--- config.mk ---
export PLATFORM = sky130hd
export DESIGN_NAME = fetch_sequencer
export DESIGN_NICKNAME = d
export VERILOG_FILES = /design/src/rtl/fetch_sequencer.sv
export SDC_FILE = /design/constraint.sdc
export NUM_CORES = 1
export LEC_CHECK = 0
export BUFFER_PORTS_ARGS = -buffer_cell sky130_fd_sc_hd__buf_4
export CAP_MARGIN = 15
export CORE_UTILIZATION = 35
export CTS_CLUSTER_SIZE = 40
export DETAILED_ROUTE_END_ITERATION = 12
export HOLD_SLACK_MARGIN = 0.03
export PLACE_DENSITY = 0.66
export SYNTH_ARGS = -nofsm -noshare
export SYNTH_HDL_FRONTEND = slang
export SYNTH_SLANG_ARGS = --single-unit
export TNS_END_PERCENT = 10
--- constraint.sdc ---
create_clock -name clk -period 2.1 [get_ports clk]
set_input_delay 0.42 -clock clk [delete_from_list [all_inputs] [get_ports clk]]
set_output_delay 0.42 -clock clk [all_outputs]
set_load 0.03 [all_outputs]
--- src/rtl/fetch_sequencer.sv ---
// Program sequencer: owns the PC, fetches into the IR over a req/valid handshake
// and applies decoder pc_sel/end_sig and flag enables during the single EXEC cycle.
//
// state   | meaning
// --------+--------------------------------------------------------------
// S_IDLE  | out of reset, waiting for start
// S_FETCH | imem_req high at pc, waiting for imem_valid
// S_EXEC  | one cycle, IR presented to decoder, pc/flags updated at end
// S_HALT  | HALT executed, pc and flags frozen until start
module fetch_sequencer #(
  parameter int unsigned          ADDR_W  = 8,
  parameter int unsigned          INSTR_W = 16,
  parameter logic [ADDR_W-1:0]    RST_PC  = '0
) (
  input  logic               clk,
  input  logic               rst_n,
  input  logic               start,
  output logic               imem_req,
  output logic [ADDR_W-1:0]  imem_addr,
  input  logic               imem_valid,
  input  logic [INSTR_W-1:0] imem_rdata,
  input  logic [1:0]         pc_sel,
  input  logic               end_sig,
  input  logic               z_en,
  input  logic               c_en,
  input  logic               alu_z,
  input  logic               alu_c,
  output logic [3:0]         opcode,
  output logic [INSTR_W-1:0] instr,
  output logic               z_flag,
  output logic               c_flag,
  output logic               exec_valid,
  output logic               halted,
  output logic [ADDR_W-1:0]  pc
);

  typedef enum logic [1:0] {
    S_IDLE  = 2'd0,
    S_FETCH = 2'd1,
    S_EXEC  = 2'd2,
    S_HALT  = 2'd3
  } state_t;

  state_t               state_q, state_d;
  logic [ADDR_W-1:0]    pc_q, pc_d;
  logic [INSTR_W-1:0]   ir_q, ir_d;
  logic                 z_q, z_d;
  logic                 c_q, c_d;

  logic [ADDR_W-1:0]    pc_inc;
  logic [ADDR_W-1:0]    target;

  assign pc_inc = pc_q + {{(ADDR_W-1){1'b0}}, 1'b1};
  assign target = ir_q[ADDR_W-1:0];

  always_ff @(posedge clk or negedge rst_n) begin
    if (!rst_n) begin
      state_q <= S_IDLE;
      pc_q    <= RST_PC;
      ir_q    <= '0;
      z_q     <= 1'b0;
      c_q     <= 1'b0;
    end else begin
      state_q <= state_d;
      pc_q    <= pc_d;
      ir_q    <= ir_d;
      z_q     <= z_d;
      c_q     <= c_d;
    end
  end

  always_comb begin
    state_d = state_q;
    pc_d    = pc_q;
    ir_d    = ir_q;
    z_d     = z_q;
    c_d     = c_q;
    case (state_q)
      S_IDLE, S_HALT: begin
        if (start) begin
          state_d = S_FETCH;
          pc_d    = RST_PC;
          z_d     = 1'b0;
          c_d     = 1'b0;
        end
      end
      S_FETCH: begin
        if (imem_valid) begin
          ir_d    = imem_rdata;
          state_d = S_EXEC;
        end
      end
      S_EXEC: begin
        if (end_sig) begin
          state_d = S_HALT;
        end else begin
          state_d = S_FETCH;
          // branch tests the flag as it stood entering EXEC, not this cycle's alu_z
          case (pc_sel)
            2'b01:   pc_d = target;
            2'b10:   pc_d = z_q ? target : pc_inc;
            default: pc_d = pc_inc;
          endcase
          if (z_en) z_d = alu_z;
          if (c_en) c_d = alu_c;
        end
      end
      default: state_d = S_IDLE;
    endcase
  end

  assign imem_req   = (state_q == S_FETCH);
  assign imem_addr  = pc_q;
  assign exec_valid = (state_q == S_EXEC);
  assign halted     = (state_q == S_HALT);
  assign pc         = pc_q;
  assign instr      = ir_q;
  assign opcode     = ir_q[INSTR_W-1 -: 4];
  assign z_flag     = z_q;
  assign c_flag     = c_q;

endmodule

==> results of run 1 <==
==> critical path, cell delays in order, from the launching register on <==
cell,delay [ns]
dfrtp_1,0.42
inv_1,0.06
ha_1,0.35
nand2_1,0.22
o211ai_2,0.23
a31o_1,0.25
a211o_1,0.28
==> power breakdown <==
| part | total [mW] | switching [mW] | leakage (nW) | internal, mW |
|---|---|---|---|---|
| clock network | 0.424 | 0.169 | 0.0357 | 0.255 |
| logic | 1.85 | 1.09 | 0.659 | 0.753 |
| registers | 0.964 | 0.208 | 0.350 | 0.756 |
==> per-layer routing <==
layer	global-route usage	part of all wire
met1	0.189	0.44
met2	0.244	0.47
met3	0.0526	0.084
met4	0.0295	0.0081
met5	0	0
==> cell families (layout without fill, tap and decap cells) <==
logic type,after synthesis,in the layout,share of synthesized area
AO/OA/AOI/OAI,35,35,0.157
AND/OR/NAND/NOR,34,34,0.132
buffers and inverters,24,83,0.0872
multiplexers,16,16,0.114
XOR/XNOR,2,2,0.0111
flip-flops,28,28,0.444
adder cells (fa/ha/maj),7,7,0.0555
==> stage by stage <==
step | area (µm²) | std cells | power (mW)
global route | 2130 | 257 | 3.43
CTS | 2130 | 257 | 3.27
floorplan | 1580 | 146 | 2.24
global placement | 2060 | 253 | 2.82
detailed placement | 2060 | 253 | 2.83
finish | 2130 | 257 | 3.24
==> cell usage after synthesis, types with 2 or more instances <==
master	instances
mux2_2	16
inv_1	10
nor2_1	5
buf_4	12
and2_1	2
o21a_1	2
xnor2_1	2
o21ai_0	9
nand2b_1	3
o2bb2ai_1	2
o21ai_1	3
ha_1	7
o211ai_2	2
buf_2	2
a221oi_1	2
dfrtp_1	28
a21oi_1	3
nand3_1	3
nor2b_1	3
a22oi_1	4
nand2_1	8
o22ai_1	2
==> layout make-up <==
class / count / area share
Multi-Input combinational cell: 94 / 0.347
Sequential cell: 28 / 0.328
Timing Repair Buffer: 69 / 0.243
Tap cell: 52 / 0.0305
Clock buffer: 3 / 0.0194
Inverter: 10 / 0.0176
Clock inverter: 1 / 0.0141
==> flip-flops by register name (all words and copies together) (netlist names) <==
name and cells:
instr 16, imem_addr 8, state_q 2, c_flag 1, z_flag 1
==> worst max-delay path by stage <==
stage	startpoint	endpoint
after detailed placement	state_q[0]	imem_addr[6]
after floorplan	state_q[0]	imem_addr[7]
after global placement	state_q[0]	imem_addr[7]
after CTS	state_q[0]	imem_addr[6]
after global routing	state_q[0]	imem_addr[6]
final	state_q[0]	imem_addr[6]
==> results by group, run 1 <==
Placement
  – DP HPWL: 2660 µm
  – RePlAce Congestion: 0.819
  – Post-Place Worst Slack: 0.203 ns
  – Number of I/O port buffers: 67

STA
  – TNS Setup: 0 ns
  – Final setup viols: 0
  – Worst slew margin: 0.715
  – Unrepaired setup endpoints after global routing: false
  – Fin. max-slew vios: 0
  – Period minus WS final: 1.93 ns
  – Worst Clk Skew: 0.00606 ns
  – Final worst slack: 0.167 ns
  – Hold Violations, Final: 0
  – Slew @ Worst Pin: 0.427 ns
  – Hold slack: 0.0466 ns
  – Part of the cycle the worst path needs: 0.921
  – Fmax: 0.517 GHz

Synth
  – Share of the synthesized area in the top cell type: 0.444
  – Syn Area/Cell: 10.8 µm²
  – Synthesized area: 0.00158 mm²
  – Count of cell types in the netlist: 38
  – Main synth FF type: dfrtp_1
  – Area leader, netlist: dfrtp_1
  – Async S/R FF share, synth: 1.00
  – Post-synthesis sequential area ratio: 0.444
  – Synth Net Count: 180
  – Post-synthesis register bit count: 28
  – Synth area leaders: dfrtp_1, mux2_2, buf_4
  – Yosys warnings: 0
  – Number of flops mapped to enable cells by yosys: 0
  – Post-Synthesis Cells: 146

GRT
  – Vias in the first global route: 1272
  – Number of antenna violations at the first check in global routing: 0
  – First-pass GRT wire length: 5840 µm
  – Largest net degree at the start of global routing: 29
  – Residual overflow from global routing: 0
  – Total GRT Usage: 0.149

Die
  – Cell row count: 24
  – Height of the die: 69.2 µm
  – Core Box Area: 0.00435 mm²
  – Die Wd: 69.2 µm
  – Initial Utilization: 0.363
  – Die area: 0.00478 mm²
  – Top Ports: 68

Clocking
  – CTS tree: done
  – PostCTS Resize Cnt: 0
  – Reg clk slew, reported paths: 0.10 ns
  – Worst-Skew Late Latency: 0.28 ns
  – H-tree levels: 1
  – CTS Buf Count: 3
  – Clock Sinks: 28
  – Post-CTS Hold Buffers: 0
  – Clock Path Buffers: 2
  – Setup Buffers After CTS: 0
  – Root Driver: clkbuf_8

Detailed routing
  – Initial DRC count: 44
  – Routed WL: 3450 µm
  – DRT Pass-1 Iters: 4
  – WL/cell: 13.4 µm
  – Drc violations: 0
  – Vias per inst: 5.09
  – Routed via count: 1309
  – Final ANT Viol Nets: 0

Critical path
  – RR Endpoint: imem_addr[6]
  – R2R setup slack: 0.17 ns
  – R2R depth: 6
  – Worst Path Arrival: 2.10 ns
  – Worst Setup Start Kind: flip-flop
  – WS Path Type: flip-flop to flip-flop
  – Critical Path RT: 2.27 ns
  – RR Startpoint: state_q[0]
  – Maximum fanout along the worst path: 12
  – Setup crit end kind: flip-flop

Layout
  – Nets: 240
  – Antenna cell count: 0
  – Share of cells above drive strength 1: 0.473
  – # fillers: 420
  – Layout area overhead: 35.1%
  – Commonest cells after routing, fill and taps aside: buf_4, dfrtp_1, mux2_2
  – Area of the multi-input gates: 741 µm²
  – Reg area: 701 µm²
  – Commonest non-fill, non-tap cell in the layout: buf_4
  – Core Util, Final: 0.490

Flow run
  – Max Cap Violations: 0

Outcome
  – Status: completed

Power and ir drop
  – Pwr per Cell Area: 1520 mW/mm²
  – Maximum VDD drop: 0.965 mV
  – Leakage: 1.04 nW

Worst hold path
  – Hold Crit Class: input port to asynchronous set/reset pin
No activity file was read; power rests on OpenSTA's default activity.
==> inputs of run 2 (changes only) <==
- CORE_UTILIZATION: 35 -> 30
- PLACE_DENSITY: 0.66 -> 0.59
==> run 2 against run 1 <==
Effect of this change: critical path depth is the same; die area grew 16%; count of clock-buffer cells in the layout is the same; final cell count grew 7.0%; setup slack gained 0.068 ns; sequential share of layout area shrank 0.34 points; clock power grew 3%; global-route usage shrank 1.1 points; critical endpoint unchanged; largest cell class unchanged; largest power group unchanged; highest routed layer unchanged.
==> results by group, run 2 (synthesis results as in run 1) <==
Layout
  – Nets: 240
  – Antenna cell count: 0
  – Max reg flops: 16
  – Layout area overhead: 36.5%
  – Area of the multi-input gates: 741 µm²
  – Share of cells above drive strength 1: 0.473
  – # fillers: 527
  – Commonest non-fill, non-tap cell in the layout: buf_4
  – Non-Filler Instances: 275
  – Core Util, Final: 0.425
  – Reg area: 701 µm²
  – Commonest cells after routing, fill and taps aside: buf_4, dfrtp_1, mux2_2

STA
  – TNS Setup: 0 ns
  – Unrepaired setup endpoints after global routing: false
  – Slew @ Worst Pin: 0.425 ns
  – Fmax: 0.536 GHz
  – Part of the cycle the worst path needs: 0.888
  – Final setup viols: 0
  – Worst slew margin: 0.716
  – Worst Clk Skew: 0.00476 ns
  – Hold Violations, Final: 0
  – Period minus WS final: 1.87 ns
  – Fin. max-slew vios: 0

Detailed routing
  – Initial DRC count: 48
  – Final ANT Viol Nets: 0
  – WL/cell: 12.9 µm
  – Routed via count: 1286
  – Drc violations: 0
  – Vias per inst: 4.68
  – Routed WL: 3540 µm
  – DRT Pass-1 Iters: 4

Power and ir drop
  – Clock power share: 0.135
  – Switch share: 0.454
  – Leakage: 1.04 nW
  – Maximum VDD drop: 0.739 mV
  – Pwr per Cell Area: 1500 mW/mm²
  – Final Power: 3.23 mW
  – Sequential Power Share: 0.298
  – Comb pwr share: 0.567
  – Int Power: 1.76 mW
  – Sw Pwr: 1.47 mW

GRT
  – First-pass GRT wire length: 5690 µm
  – Residual overflow from global routing: 0
  – Total GRT Usage: 0.138
  – Number of antenna violations at the first check in global routing: 0
  – Largest net degree at the start of global routing: 29
  – Vias in the first global route: 1187

Critical path
  – RR Startpoint: state_q[0]
  – Maximum fanout along the worst path: 12
  – RR Endpoint: imem_addr[6]
  – Critical path launch point: state_q[0]
  – Critical Path RT: 2.28 ns
  – Setup crit end kind: flip-flop
  – WS Path Type: flip-flop to flip-flop
  – Worst Setup Start Kind: flip-flop
  – R2R setup slack: 0.23 ns
  – Worst setup path end: imem_addr[6]
  – Worst Path Arrival: 2.04 ns
  – R2R depth: 6

Die
  – Die area: 0.00556 mm²
  – Core Box Area: 0.00507 mm²
  – Cell row count: 26
  – Initial Utilization: 0.311
  – Die Wd: 74.6 µm
  – Top Ports: 68
  – Height of the die: 74.6 µm

Placement
  – Number of I/O port buffers: 67
  – RePlAce Congestion: 0.734
  – Placed cells: 271
  – DP HPWL: 2670 µm

Clocking
  – CTS tree: done
  – Post-CTS Hold Buffers: 0
  – PostCTS Resize Cnt: 0
  – Clock Path Buffers: 2
  – CTS Buf Count: 3
  – Reg clk slew, reported paths: 0.10 ns
  – H-tree levels: 1
  – Worst-Skew Late Latency: 0.28 ns
  – Setup Buffers After CTS: 0
  – Clock Sinks: 28
  – Root Driver: clkbuf_8

Flow run
  – Max Cap Violations: 0

Worst hold path
  – Hold Crit Class: input port to asynchronous set/reset pin

Outcome
  – Status: completed
run 2: cell counts in the layout (fill, tap and decap cells not counted):
Identical to the previous run, type by type.
run 2: power groups by stage:
stage / clock, mW / sequential [mW] / combinational [mW]
6_report: 0.435 / 0.962 / 1.83
5_1_grt: 0.472 / 1.00 / 1.97
4_1_cts: 0.451 / 0.967 / 1.85
3_5_place_dp: 0 / 0.976 / 1.85
3_3_place_gp: 0 / 0.970 / 1.84
2_1_floorplan: 0 / 1.32 / 0.920
run 2: layout make-up:
| type | count | area share |
|---|---|---|
| repair buffers | 69 | 0.240 |
| well taps | 70 | 0.0406 |
| clock buffers | 3 | 0.0192 |
| multi-input cells | 94 | 0.344 |
| flip-flops and latches | 28 | 0.325 |
| clock inverters | 1 | 0.0139 |
| inverters | 10 | 0.0174 |
run 2: how the worst min path moves through the flow:
| stage | from | slack, ns | to | depth (start not counted) |
|---|---|---|---|---|
| global placement | rst_n | 0.37 | z_flag | 1 |
| finish | rst_n | 0.05 | z_flag | 1 |
| CTS | rst_n | 0.06 | instr[1] | 1 |
| global route | rst_n | 0.08 | z_flag | 1 |
| detailed placement | rst_n | 0.37 | instr[5] | 1 |
| floorplan | rst_n | 0.12 | c_flag | 0 |
run 2: through the flow:
step / worst slack (ns) / cell area, µm² / hold WS (ns)
floorplan: 0.231 / 1580 / 0.124
CTS: 0.203 / 2160 / 0.0617
global route: 0.0714 / 2160 / 0.0756
detailed placement: 0.223 / 2080 / 0.373
global placement: 0.224 / 2080 / 0.374
finish: 0.234 / 2160 / 0.0470
run 2: worst max-delay path: stages (launching register included):
cell and delay (ns):
dfrtp_1 0.42, inv_1 0.06, ha_1 0.34, nand2_1 0.20, o211ai_2 0.21, a31o_1 0.24, a211o_1 0.27
run 2: layer usage:
metal / track usage / up-vias / share of wire
met5: 0 / - / 0
met4: 0.0377 / 0 / 0.0085
met3: 0.0352 / 4 / 0.068
met2: 0.215 / 51 / 0.45
met1: 0.189 / 602 / 0.47
li1: - / 629 / -
